--- config.mk ---
export PLATFORM = sky130hd
export DESIGN_NAME = can_rx_frame_flat
export DESIGN_NICKNAME = d
export VERILOG_FILES = /design/src/rtl/can_rx_frame_pkg.sv /design/src/rtl/can_rx_frame_if.sv /design/src/rtl/can_rx_frame_crc15.sv /design/src/rtl/can_rx_frame.sv /design/src/flat_wrapper.sv
export SDC_FILE = /design/constraint.sdc
export NUM_CORES = 1
export LEC_CHECK = 0
export ABC_CLOCK_PERIOD_IN_PS = 10100
export CAP_MARGIN = 20
export CORE_UTILIZATION = 58
export DETAILED_ROUTE_END_ITERATION = 8
export GPL_TIMING_DRIVEN = 0
export PLACE_DENSITY = 0.86
export SLEW_MARGIN = 15
export SYNTH_ARGS = -nofsm -noshare
export SYNTH_HDL_FRONTEND = slang
export SYNTH_SLANG_ARGS = --single-unit
--- constraint.sdc ---
create_clock -name clock -period 10.1 [get_ports clock]
set_input_delay 2.02 -clock clock [delete_from_list [all_inputs] [get_ports clock]]
set_output_delay 2.02 -clock clock [all_outputs]
set_load 0.01 [all_outputs]
--- src/rtl/can_rx_frame_pkg.sv ---
// Shared constants, state/error enums and the CRC-15 step function for the
// CAN 2.0A receive path (also usable by the transmit side).
package can_rx_frame_pkg;

    localparam int ID_SIZE        = 11;
    localparam int DATA_SIZE      = 64;
    localparam int CRC_SIZE       = 15;
    localparam int BUS_IDLE_COUNT = 11;
    localparam int EOF_SIZE       = 7;

    localparam logic REC = 1'b1;
    localparam logic DOM = 1'b0;

    localparam logic [CRC_SIZE-1:0] CRC_POLY = 15'h4599;

    typedef enum logic [3:0] {
        WAIT_IDLE = 4'd0,
        IDLE      = 4'd1,
        ARB       = 4'd2,
        CTRL      = 4'd3,
        DATA      = 4'd4,
        CRC       = 4'd5,
        CRC_DELIM = 4'd6,
        ACK       = 4'd7,
        ACK_DELIM = 4'd8,
        EOF       = 4'd9,
        ERROR     = 4'd10
    } rx_state_t;

    typedef enum logic [1:0] {
        ERR_STUFF = 2'd0,
        ERR_CRC   = 2'd1,
        ERR_FORM  = 2'd2
    } rx_err_t;

    // One serial step of the CAN CRC-15: feedback is the MSB xor the incoming bit.
    function automatic logic [CRC_SIZE-1:0] crc15_step(input logic [CRC_SIZE-1:0] crc_in,
                                                        input logic bit_in);
        logic [CRC_SIZE-1:0] shifted;
        shifted = {crc_in[CRC_SIZE-2:0], 1'b0};
        if ((crc_in[CRC_SIZE-1] ^ bit_in) == 1'b1) begin
            return shifted ^ CRC_POLY;
        end else begin
            return shifted;
        end
    endfunction

endpackage

--- src/rtl/can_rx_frame_if.sv ---
// Bus-side and host-side signals of the CAN frame receiver.
interface can_rx_frame_if;
    import can_rx_frame_pkg::*;

    logic                 rx_bit;
    logic [ID_SIZE-1:0]   Rx_ID;
    logic                 ack_drive;
    logic [DATA_SIZE-1:0] Rx_packet;
    logic [3:0]           Rx_dlc;
    logic                 data_out_req;
    logic                 remote_req;
    logic                 rx_error;
    logic [1:0]           rx_err_code;
    logic [7:0]           Rx_Ecount;

    modport master (
        output rx_bit, Rx_ID,
        input  ack_drive, Rx_packet, Rx_dlc, data_out_req, remote_req,
               rx_error, rx_err_code, Rx_Ecount
    );

    modport slave (
        input  rx_bit, Rx_ID,
        output ack_drive, Rx_packet, Rx_dlc, data_out_req, remote_req,
               rx_error, rx_err_code, Rx_Ecount
    );
endinterface

--- src/rtl/can_rx_frame_crc15.sv ---
// Serial CAN CRC-15 register; clear wins over shift.
module can_crc15
    import can_rx_frame_pkg::*;
(
    input  logic                clock,
    input  logic                reset,
    input  logic                clear,
    input  logic                shift_en,
    input  logic                bit_in,
    output logic [CRC_SIZE-1:0] crc
);

    // CRC accumulator
    always_ff @(posedge clock or posedge reset) begin
        if (reset) begin
            crc <= '0;
        end else if (clear) begin
            crc <= '0;
        end else if (shift_en) begin
            crc <= crc15_step(crc, bit_in);
        end else begin
            crc <= crc;
        end
    end

endmodule

--- src/rtl/can_rx_frame.sv ---
// CAN 2.0A frame receiver: destuffing, field parsing, CRC-15 check, ACK drive,
// error detection and delivery of frames matching the acceptance ID.
module can_rx_frame
    import can_rx_frame_pkg::*;
(
    input  logic          clock,
    input  logic          reset,
    can_rx_frame_if.slave bus
);

    rx_state_t            state_r, state_s;
    logic [3:0]           idle_cnt_r, idle_cnt_s;
    logic [6:0]           bit_cnt_r, bit_cnt_s;
    logic [2:0]           stuff_cnt_r, stuff_cnt_s;
    logic                 last_bit_r, last_bit_s;
    logic [ID_SIZE-1:0]   id_r, id_s;
    logic                 rtr_r, rtr_s;
    logic [3:0]           dlc_r, dlc_s;
    logic [DATA_SIZE-1:0] data_r, data_s;
    logic [CRC_SIZE-1:0]  crc_rx_r, crc_rx_s;
    logic                 crc_ok_r, crc_ok_s;

    logic                 ack_r, ack_s;
    logic [DATA_SIZE-1:0] packet_r, packet_s;
    logic [3:0]           rx_dlc_r, rx_dlc_s;
    logic                 data_req_r, data_req_s;
    logic                 remote_r, remote_s;
    logic                 err_r, err_s;
    logic [1:0]           err_code_r, err_code_s;
    logic [7:0]           ecount_r, ecount_s;

    logic                 rx_s;
    logic                 destuff_s, stuff_slot_s, take_s;
    logic                 raise_s;
    rx_err_t              err_kind_s;
    logic                 crc_clear_s, crc_shift_s;
    logic [CRC_SIZE-1:0]  crc_calc_s;
    logic [3:0]           dlc_full_s;
    logic [5:0]           data_idx_s;

    assign rx_s = bus.rx_bit;

    can_crc15 u_crc (
        .clock    (clock),
        .reset    (reset),
        .clear    (crc_clear_s),
        .shift_en (crc_shift_s),
        .bit_in   (rx_s),
        .crc      (crc_calc_s)
    );

    // Next-state, destuffing, field capture and output decisions
    always_comb begin
        state_s      = state_r;
        idle_cnt_s   = idle_cnt_r;
        bit_cnt_s    = bit_cnt_r;
        stuff_cnt_s  = stuff_cnt_r;
        last_bit_s   = last_bit_r;
        id_s         = id_r;
        rtr_s        = rtr_r;
        dlc_s        = dlc_r;
        data_s       = data_r;
        crc_rx_s     = crc_rx_r;
        crc_ok_s     = crc_ok_r;
        ack_s        = 1'b0;
        packet_s     = packet_r;
        rx_dlc_s     = rx_dlc_r;
        data_req_s   = 1'b0;
        remote_s     = 1'b0;
        err_s        = 1'b0;
        err_code_s   = err_code_r;
        ecount_s     = ecount_r;
        raise_s      = 1'b0;
        err_kind_s   = ERR_FORM;
        crc_clear_s  = 1'b0;
        crc_shift_s  = 1'b0;
        dlc_full_s   = {dlc_r[2:0], rx_s};
        data_idx_s   = 6'(DATA_SIZE - 1) - bit_cnt_r[5:0];

        destuff_s    = (state_r == ARB) || (state_r == CTRL) ||
                       (state_r == DATA) || (state_r == CRC);
        stuff_slot_s = destuff_s && (stuff_cnt_r == 3'd5);
        take_s       = destuff_s && !stuff_slot_s;

        // A stuff bit restarts the run with its own value; it is never parsed.
        if (stuff_slot_s) begin
            if (rx_s == last_bit_r) begin
                raise_s    = 1'b1;
                err_kind_s = ERR_STUFF;
            end else begin
                stuff_cnt_s = 3'd1;
                last_bit_s  = rx_s;
            end
        end else if (take_s) begin
            if (rx_s == last_bit_r) begin
                stuff_cnt_s = stuff_cnt_r + 3'd1;
            end else begin
                stuff_cnt_s = 3'd1;
                last_bit_s  = rx_s;
            end
        end else begin
            stuff_cnt_s = stuff_cnt_r;
        end

        case (state_r)
            WAIT_IDLE, ERROR: begin
                if (rx_s == REC) begin
                    if (idle_cnt_r == 4'(BUS_IDLE_COUNT - 1)) begin
                        idle_cnt_s = 4'd0;
                        state_s    = IDLE;
                    end else begin
                        idle_cnt_s = idle_cnt_r + 4'd1;
                    end
                end else begin
                    idle_cnt_s = 4'd0;
                end
            end
            IDLE: begin
                if (rx_s == DOM) begin
                    crc_clear_s = 1'b1;
                    stuff_cnt_s = 3'd1;
                    last_bit_s  = DOM;
                    bit_cnt_s   = 7'd0;
                    id_s        = '0;
                    dlc_s       = 4'd0;
                    data_s      = '0;
                    state_s     = ARB;
                end else begin
                    state_s = IDLE;
                end
            end
            ARB: begin
                if (take_s) begin
                    crc_shift_s = 1'b1;
                    if (bit_cnt_r < 7'(ID_SIZE)) begin
                        id_s      = {id_r[ID_SIZE-2:0], rx_s};
                        bit_cnt_s = bit_cnt_r + 7'd1;
                    end else begin
                        rtr_s     = rx_s;
                        bit_cnt_s = 7'd0;
                        state_s   = CTRL;
                    end
                end else begin
                    state_s = ARB;
                end
            end
            CTRL: begin
                if (take_s) begin
                    crc_shift_s = 1'b1;
                    bit_cnt_s   = bit_cnt_r + 7'd1;
                    if (bit_cnt_r == 7'd0) begin
                        if (rx_s == REC) begin
                            raise_s    = 1'b1;
                            err_kind_s = ERR_FORM;
                        end else begin
                            raise_s = 1'b0;
                        end
                    end else if (bit_cnt_r == 7'd5) begin
                        dlc_s     = (dlc_full_s > 4'd8) ? 4'd8 : dlc_full_s;
                        bit_cnt_s = 7'd0;
                        if (rtr_r || (dlc_full_s == 4'd0)) begin
                            state_s = CRC;
                        end else begin
                            state_s = DATA;
                        end
                    end else if (bit_cnt_r >= 7'd2) begin
                        dlc_s = dlc_full_s;
                    end else begin
                        dlc_s = dlc_r;
                    end
                end else begin
                    state_s = CTRL;
                end
            end
            DATA: begin
                if (take_s) begin
                    crc_shift_s        = 1'b1;
                    data_s[data_idx_s] = rx_s;
                    if (bit_cnt_r == ({dlc_r, 3'b000} - 7'd1)) begin
                        bit_cnt_s = 7'd0;
                        state_s   = CRC;
                    end else begin
                        bit_cnt_s = bit_cnt_r + 7'd1;
                    end
                end else begin
                    state_s = DATA;
                end
            end
            CRC: begin
                if (take_s) begin
                    crc_rx_s = {crc_rx_r[CRC_SIZE-2:0], rx_s};
                    if (bit_cnt_r == 7'(CRC_SIZE - 1)) begin
                        bit_cnt_s = 7'd0;
                        state_s   = CRC_DELIM;
                    end else begin
                        bit_cnt_s = bit_cnt_r + 7'd1;
                    end
                end else begin
                    state_s = CRC;
                end
            end
            CRC_DELIM: begin
                if (rx_s == DOM) begin
                    raise_s    = 1'b1;
                    err_kind_s = ERR_FORM;
                end else begin
                    crc_ok_s = (crc_rx_r == crc_calc_s);
                    ack_s    = crc_ok_s;
                    state_s  = ACK;
                end
            end
            ACK: begin
                state_s = ACK_DELIM;
            end
            ACK_DELIM: begin
                if (rx_s == DOM) begin
                    raise_s    = 1'b1;
                    err_kind_s = ERR_FORM;
                end else if (!crc_ok_r) begin
                    raise_s    = 1'b1;
                    err_kind_s = ERR_CRC;
                end else begin
                    bit_cnt_s = 7'd0;
                    state_s   = EOF;
                end
            end
            EOF: begin
                if (rx_s == DOM) begin
                    raise_s    = 1'b1;
                    err_kind_s = ERR_FORM;
                end else if (bit_cnt_r == 7'(EOF_SIZE - 1)) begin
                    if (id_r == bus.Rx_ID) begin
                        data_req_s = !rtr_r;
                        remote_s   = rtr_r;
                        if (!rtr_r) begin
                            packet_s = data_r;
                            rx_dlc_s = dlc_r;
                        end else begin
                            packet_s = packet_r;
                        end
                    end else begin
                        data_req_s = 1'b0;
                    end
                    ecount_s  = (ecount_r != 8'd0) ? (ecount_r - 8'd1) : ecount_r;
                    bit_cnt_s = 7'd0;
                    state_s   = IDLE;
                end else begin
                    bit_cnt_s = bit_cnt_r + 7'd1;
                end
            end
            default: begin
                idle_cnt_s = 4'd0;
                state_s    = WAIT_IDLE;
            end
        endcase

        if (raise_s) begin
            err_s      = 1'b1;
            err_code_s = err_kind_s;
            ecount_s   = (ecount_r == 8'hFF) ? ecount_r : (ecount_r + 8'd1);
            ack_s      = 1'b0;
            data_req_s = 1'b0;
            remote_s   = 1'b0;
            idle_cnt_s = 4'd0;
            state_s    = ERROR;
        end else begin
            err_s = 1'b0;
        end
    end

    // State, datapath and registered outputs
    always_ff @(posedge clock or posedge reset) begin
        if (reset) begin
            state_r     <= WAIT_IDLE;
            idle_cnt_r  <= 4'd0;
            bit_cnt_r   <= 7'd0;
            stuff_cnt_r <= 3'd0;
            last_bit_r  <= 1'b0;
            id_r        <= '0;
            rtr_r       <= 1'b0;
            dlc_r       <= 4'd0;
            data_r      <= '0;
            crc_rx_r    <= '0;
            crc_ok_r    <= 1'b0;
            ack_r       <= 1'b0;
            packet_r    <= '0;
            rx_dlc_r    <= 4'd0;
            data_req_r  <= 1'b0;
            remote_r    <= 1'b0;
            err_r       <= 1'b0;
            err_code_r  <= 2'd0;
            ecount_r    <= 8'd0;
        end else begin
            state_r     <= state_s;
            idle_cnt_r  <= idle_cnt_s;
            bit_cnt_r   <= bit_cnt_s;
            stuff_cnt_r <= stuff_cnt_s;
            last_bit_r  <= last_bit_s;
            id_r        <= id_s;
            rtr_r       <= rtr_s;
            dlc_r       <= dlc_s;
            data_r      <= data_s;
            crc_rx_r    <= crc_rx_s;
            crc_ok_r    <= crc_ok_s;
            ack_r       <= ack_s;
            packet_r    <= packet_s;
            rx_dlc_r    <= rx_dlc_s;
            data_req_r  <= data_req_s;
            remote_r    <= remote_s;
            err_r       <= err_s;
            err_code_r  <= err_code_s;
            ecount_r    <= ecount_s;
        end
    end

    assign bus.ack_drive    = ack_r;
    assign bus.Rx_packet    = packet_r;
    assign bus.Rx_dlc       = rx_dlc_r;
    assign bus.data_out_req = data_req_r;
    assign bus.remote_req   = remote_r;
    assign bus.rx_error     = err_r;
    assign bus.rx_err_code  = err_code_r;
    assign bus.Rx_Ecount    = ecount_r;

endmodule

--- src/flat_wrapper.sv ---
// flat-port wrapper written by rule: the top's interface ports become plain ports
module can_rx_frame_flat import can_rx_frame_pkg::*;
  (clock, reset, bus_rx_bit, bus_Rx_ID, bus_ack_drive, bus_Rx_packet, bus_Rx_dlc, bus_data_out_req, bus_remote_req, bus_rx_error, bus_rx_err_code, bus_Rx_Ecount);
  can_rx_frame_if bus_i ();
  input  logic clock;
  input  logic reset;
  input wire logic [$bits(bus_i.rx_bit)-1:0] bus_rx_bit;
  input wire logic [$bits(bus_i.Rx_ID)-1:0] bus_Rx_ID;
  output wire logic [$bits(bus_i.ack_drive)-1:0] bus_ack_drive;
  output wire logic [$bits(bus_i.Rx_packet)-1:0] bus_Rx_packet;
  output wire logic [$bits(bus_i.Rx_dlc)-1:0] bus_Rx_dlc;
  output wire logic [$bits(bus_i.data_out_req)-1:0] bus_data_out_req;
  output wire logic [$bits(bus_i.remote_req)-1:0] bus_remote_req;
  output wire logic [$bits(bus_i.rx_error)-1:0] bus_rx_error;
  output wire logic [$bits(bus_i.rx_err_code)-1:0] bus_rx_err_code;
  output wire logic [$bits(bus_i.Rx_Ecount)-1:0] bus_Rx_Ecount;
  assign bus_i.rx_bit = bus_rx_bit;
  assign bus_i.Rx_ID = bus_Rx_ID;
  assign bus_ack_drive = bus_i.ack_drive;
  assign bus_Rx_packet = bus_i.Rx_packet;
  assign bus_Rx_dlc = bus_i.Rx_dlc;
  assign bus_data_out_req = bus_i.data_out_req;
  assign bus_remote_req = bus_i.remote_req;
  assign bus_rx_error = bus_i.rx_error;
  assign bus_rx_err_code = bus_i.rx_err_code;
  assign bus_Rx_Ecount = bus_i.Rx_Ecount;
  can_rx_frame u_core (.clock(clock), .reset(reset), .bus(bus_i));
endmodule
---- Word level (Yosys, flattened, before mapping) ----
Cells that the tools add are included.
cells by class
  $lt $le $gt $ge ......................... 5
  $mul .................................... 0
  equal/unequal tests ..................... 45
  reductions and logical operators ........ 36
  shift-type cells ........................ 0
  add/sub/neg operators ................... 7
  divide/modulo/power cells ............... 0
  multiplexer cells ....................... 112
  bitwise operators ....................... 4
operator list
  cell                                                    count
  two-way mux 64 bit                                      2
  case mux 64 bit (2 select lines)                        1
  two-way mux 4 bit                                       26
  two-way mux 7 bit                                       14
  bitwise mux 64 bit                                      1
  case mux 7 bit (7 select lines)                         1
  two-way mux 8 bit                                       6
  two-way mux 15 bit                                      3
  case mux 4 bit (10 select lines)                        1
  two-way mux 1 bit                                       33
  two-way mux 11 bit                                      3
  case mux 11 bit (2 select lines)                        1
  inequality test 4 bit (second input constant)           5
  two-way mux 2 bit                                       9
  two-way mux 3 bit                                       6
  equality test 4 x 3 -> 1 bit (second input constant)    4
  equality test 4 bit (second input constant)             4
  case mux 4 bit (2 select lines)                         2
  nonzero test 2 bit                                      8
  equality test 15 bit                                    1
  AND reduction 5 bit                                     3
  equality test 7 x 3 -> 1 bit (second input constant)    2
  inequality test 2 x 1 -> 1 bit (second input constant)  6
  inequality test 2 bit (second input constant)           6
  other kinds (44)                                        61
storage, ports and cells
  output and inout bits ................... 82
  memories ................................ 0
  bits in read-only memories .............. 0
  bits of input ports ..................... 14
  bits in writable memories ............... 0
  bits in latches ......................... 0
  register bits ........................... 212

---- Longest topological paths before layout ----
  depth after elaboration ................. 11
  depth in mapped cells ................... 17

---- By module ----
A second synthesis with hierarchy kept.
second synthesis, totals
  cell total of the unflattened synthesis .. 991
  area, all modules ....................... 10133.5 µm²
by module, submodules not included
  module        times used  area an instance (µm²)  sequential area each (µm²)  cells an instance
  can_rx_frame  1           9397.8                  4929.7                      919
  can_crc15     1           735.7                   375.4                       72

---- Worst setup path before layout ----
OpenSTA, ideal clock, no wires.
  kind .................................... in2reg
  start ................................... in bus_rx_bit
  end ..................................... reg u_core.ecount_r[4] (netlist: u_core.bus.Rx_Ecount[4])
  cell stages on the path ................. 15
  arrival ................................. 4869 ps
  path slack .............................. 5151 ps
  path buffers ............................ 3
  cells stage by stage .................... buf_2 > xnor2_1 > nand4_1 > and3_1 > inv_1 > buf_2 > buf_2 > xnor2_1 > ha_1 > or2_2 > and2_1 > o2111a_1 > nor3_1 > mux2i_1 > xnor2_1
on the way
  cells in the longest elaborated chain, start to end .. 8
RTL lines
  element                                                                       RTL line                                  source
  start: declaration                                                            flat_wrapper.sv:7                         input wire logic [$bits(bus_i.rx_bit)-1:0] bus_rx_bit;
  equality test 1 bit                                                           can_rx_frame.sv:87                        if (rx_s == last_bit_r) begin
  two-way mux 1 bit                                                             can_rx_frame.sv:87
  two-way mux 1 bit                                                             can_rx_frame.sv:86                        if (stuff_slot_s) begin
  two-way mux 1 bit, on equally long branches                                   can_rx_frame.sv:219, can_rx_frame.sv:151
  two-way mux 1 bit, on equally long branches                                   can_rx_frame.sv:216, can_rx_frame.sv:148
  case mux 1 bit (3 select lines)                                               can_rx_frame.sv:105                       case (state_r)
  inequality test 2 bit (no source line) or nonzero test 2 bit (tied branches)  n/a
  AND reduction 5 bit (no source line)                                          n/a
  end signal: assignment                                                        can_rx_frame.sv:312                       ecount_r <= ecount_s;
  end: declaration                                                              can_rx_frame.sv:30                        logic [7:0] ecount_r, ecount_s;
Parallel ways exist; a longest one is shown, timed or not.
A chain may end at the register's enable or synchronous reset.

---- Worst setup path in the final report ----
Ends and elaborated chain as after synthesis.

==> PnR_summary.wiki <==
{| class="wikitable"
! Metric !! Value
|-
| Global Route met2 Usage || a little under half
|-
| Slew HR || 36.8%
|-
| Share of the yosys chip area belonging to registers || 51.8%
|-
| Worst Reg2Reg Path Length in Cells || 17
|-
| GRT Residual Overflow || 0
|-
| Final Max Slew Viols || 0
|-
| Tightest Pin Transition || 0.941 ns
|-
| Switching part of the total || between 30% and 40%
|-
| Hold Path Origin || u_core.data_r[2]$_DFFE_PP0P_
|-
| Port Buffer Count || 95
|-
| Data arrival at the endpoint of the critical path || approximately 6.0 ns
|-
| Post-route DRC violation count || 0
|-
| Maximum number of pins on one net before global-route repair || 116
|-
| Overall power || 2.98 mW
|-
| CP Capture Type || register
|-
| Upper clock frequency limit || 180 MHz
|-
| Internal power contribution || between 1.5 and 2 mW
|-
| Wire length of the first global-routing pass || around 40,000 um
|-
| Cells traversed along the worst timing path || clkdlybuf4s50_1, buf_2, xnor2_1, nand4_1, and3_1, inv_1, buf_2, buf_2, xnor2_1, ha_1, or2_2, and2_1, o2111a_1, nor3_1, mux2i_1, xnor2_1
|-
| Kind of start point of the critical path || primary input
|-
| Overall via count from detail_route || 8,246
|-
| Worst hold path endpoint || u_core.bus.Rx_packet[2]$_DFFE_PP0P_
|-
| Detail Placement HPWL || 17,100 um
|-
| Most instantiated flip-flop cell in the synthesis netlist || dfrtp_1
|-
| Number of flops mapped to enable cells by yosys || 0
|-
| Biggest cell delay along the critical path || 0.46 ns
|-
| Worst reg2reg path endpoint || u_core.bus.Rx_Ecount[4]$_DFFE_PP0P_
|-
| Average routed wire per standard cell || 19.1 um
|-
| Worst clock skew || 0.0143 ns
|-
| Fin cells || about 1.3k
|-
| Reg area || 5310 um2
|-
| Area growth, synth to finish || 20.8%
|-
| Via count of the first global-routing pass || 7,931
|-
| Power spent charging and discharging nets || between 1 and 1.5 mW
|-
| Number of storage elements in the synthesis netlist || 212
|-
| Number of clock buffers inserted by TritonCTS || 23
|-
| Share of power burned in combinational logic || 34.3%
|-
| Share of power burned in the clock network || 31.0%
|-
| Type of the worst setup path || in2reg
|-
| Highest fanout seen on the critical path || 10
|-
| Number of hold-repair buffers added at the cts stage || 0
|-
| Minimum clock period || 5.57 ns
|-
| Proportion of netlist area held by the largest area contributor || about half
|-
| Run status || completed
|-
| Number of warnings printed during yosys synthesis || 0
|-
| Initial drt markers || 758
|-
| Commonest non-fill, non-tap cells in the layout || 212 x dfrtp_1, 143 x o21ai_0, 95 x clkdlybuf4s50_1
|-
| Cells after synthesis || 969
|-
| Antenna violations before repair || 0
|-
| Avg Vias per Cell || 6.19
|-
| Area of the core || approximately 17,000 um2
|-
| Proportion of layout cells with a drive suffix above 1 || between 10% and 20%
|-
| Syn Area/Cell || 10.6 um2
|-
| Max rail drop VDD || 0.265 mV
|-
| Met3 Resource Use GR || 4.77%
|-
| # placed instances || 1,291
|-
| Bufs on Longest Clock Path || 3
|-
| Root buffer cell || clkbuf_16
|-
| Cell area after synthesis || 10,200 um2
|-
| Final weighted congestion of routability-driven global placement || 0.890
|-
| Number of inserted filler cells in the final layout || 1,217
|-
| Part of the power in registers || 34.7%
|-
| Unrepaired setup endpoints after global routing || false
|-
| Count of different cell masters after synthesis || 68
|-
| Start of the worst register-to-register path || u_core.bit_cnt_r[1]$_DFFE_PP0P_
|-
| Number of nets produced by synthesis || 995
|-
| Clock transition at path regs || 0.06 ns
|-
| Required time of the worst setup path || 10.53 ns
|-
| Number of instances resized during post-cts repair || 0
|-
| Antenna viol nets, final || 0
|-
| Clock latency on the worst-skew pair || 0.51 ns
|-
| Leakage power || approximately 5.6 nW
|-
| Commonest non-fill, non-tap cell in the layout || dfrtp_1
|-
| Fraction of registers with async set or reset after synthesis || 100%
|-
| Setup slack of the most critical reg-to-reg path || about 5.8 ns
|-
| Cell type with the highest aggregate area in the netlist || dfrtp_1
|-
| Count of standard-cell rows || 48
|-
| GR Layer Usage met1 || 38.0%
|-
| Post CTS Setup Buffer Count || 0
|-
| Sum of negative setup slack || 0 ns
|-
| Total Routing Usage GR || 28.5%
|-
| Period utilisation layout || 55.1%
|-
| Width of the die || 135 um
|-
| Total count of hold-check failures in the final report || 0
|-
| H-tree levels || 1
|-
| Vertical extent of the die || about 130 um
|-
| Area taken by multi-input logic gates || 4580 um2
|-
| Clock tree from TritonCTS || done
|-
| Critical Path Slowest Stage Cell || clkdlybuf4s50_1
|-
| Finish-stage setup viols || 0
|-
| Clock Sink Count || 212
|-
| Final antenna diode count || 0
|-
| Starting density of the core || about three fifths
|-
| Nets || 1,117
|-
| Hold Crit Depth || 1
|-
| Most area-consuming cells after synthesis || dfrtp_1 52%, mux2_2 9.2%, o21ai_0 7.0%
|-
| Number of detailed-route iterations in the first pass || 5
|-
| Hold Path Class || reg2reg
|-
| Full die area || 18,200 um2
|-
| Most utilized layer in the global route result || met2
|-
| Power density normalized to cell area || 241 nW/um2
|-
| # IOs || 96
|-
| Max-cap check violation count || 0
|-
| Total Wirelength || 25,400 um
|}
==> power by group through the flow <==
stage	combinational (mW)	sequential (mW)	clock (mW)
2_1_floorplan	0.736	1.03	0
3_3_place_gp	0.964	1.04	0
3_5_place_dp	0.997	1.04	0
4_1_cts	1.01	1.03	0.931
5_1_grt	1.12	1.04	0.961
6_report	1.02	1.03	0.924
==> worst max-delay path by stage <==
| stage | slack, ns | end | start | depth (start not counted) |
|---|---|---|---|---|
| 2_1_floorplan | 2.29 | u_core.bit_cnt_r[0]$_DFFE_PP0P_ | reset | 1 |
| 3_3_place_gp | -0.14 | u_core.crc_rx_r[6]$_DFFE_PP0P_ | reset | 2 |
| 3_5_place_dp | 4.13 | u_core.bus.Rx_Ecount[4]$_DFFE_PP0P_ | bus_rx_bit | 16 |
| 4_1_cts | 4.61 | u_core.bus.Rx_Ecount[4]$_DFFE_PP0P_ | bus_rx_bit | 16 |
| 5_1_grt | 4.29 | u_core.bus.Rx_Ecount[6]$_DFFE_PP0P_ | bus_rx_bit | 16 |
| 6_report | 4.53 | u_core.bus.Rx_Ecount[4]$_DFFE_PP0P_ | bus_rx_bit | 16 |
==> routing by layer <==
layer  up-vias  share of wire, %
li1       3736                 -
met1      4036                41
met2       396                48
met3        78               7.5
met4         0               3.7
met5         -                 0
==> sequential cells by signal, indices dropped and copies added, names as in the netlist <==
register,flops
u_core.bus.Rx_dlc,4
u_core.state_r,4
u_core.id_r,11
u_core.bus.remote_req,1
u_core.bit_cnt_r,7
u_core.bus.ack_drive,1
u_core.bus.Rx_packet,64
u_core.last_bit_r,1
u_core.u_crc.crc,15
u_core.stuff_cnt_r,3
u_core.idle_cnt_r,4
u_core.bus.Rx_Ecount,8
u_core.bus.rx_error,1
u_core.crc_rx_r,15
u_core.rtr_r,1
u_core.data_r,64
u_core.bus.data_out_req,1
u_core.dlc_r,4
u_core.crc_ok_r,1
u_core.bus.rx_err_code,2
==> worst max-delay path: cells and delay by family <==
kind | cells | cell delay [ns]
AND/OR/NAND/NOR | 5 | 1.45
AO/OA/AOI/OAI | 1 | 0.28
adder cells (fa/ha/maj) | 1 | 0.20
XOR/XNOR | 3 | 0.54
multiplexers | 1 | 0.27
buffers and inverters | 5 | 1.24
==> cells by family after synthesis <==
logic type      after synthesis  synth area share [%]
buf+inv                      84                  3.60
flops                       212                  51.8
mux                          99                  10.7
simple gates                215                  11.2
fa+ha+maj                    12                  1.47
compound gates              297                  17.0
xor+xnor                     50                  4.28
==> cell type report <==
cell class	instances	share of cell area, %
Sequential cell	212	42.9
Clock inverter	15	1.79
Timing Repair Buffer	97	7.97
Clock buffer	27	5.02
Buffer	66	2.44
Inverter	18	0.607
Multi-Input combinational cell	673	37.0
Tap cell	225	2.28
==> stage by stage <==
stage | hold WS [ns] | util [%] | setup WS, ns | cell area, um2
detailed placement | 0.489 | 66.7 | 4.13 | 11500
global placement | 0.481 | 66.3 | -0.144 | 11500
finish | 0.501 | 71.5 | 4.53 | 12400
floorplan | 0.464 | - | 2.29 | 10200
global route | 0.522 | 71.5 | 4.29 | 12400
CTS | 0.501 | 71.5 | 4.61 | 12400
==> cells in the mapped netlist (13+ instances only) <==
cell type / number
xor2_1: 14
mux2_2: 84
xnor2_1: 36
nor2_1: 55
clkbuf_1: 30
inv_1: 17
dfrtp_1: 212
nor3_1: 21
mux2i_1: 14
a22o_1: 13
buf_2: 19
a21oi_1: 89
o21ai_0: 143
nand3_1: 14
nand2_1: 46
Power figures use the tool's default switching activity.
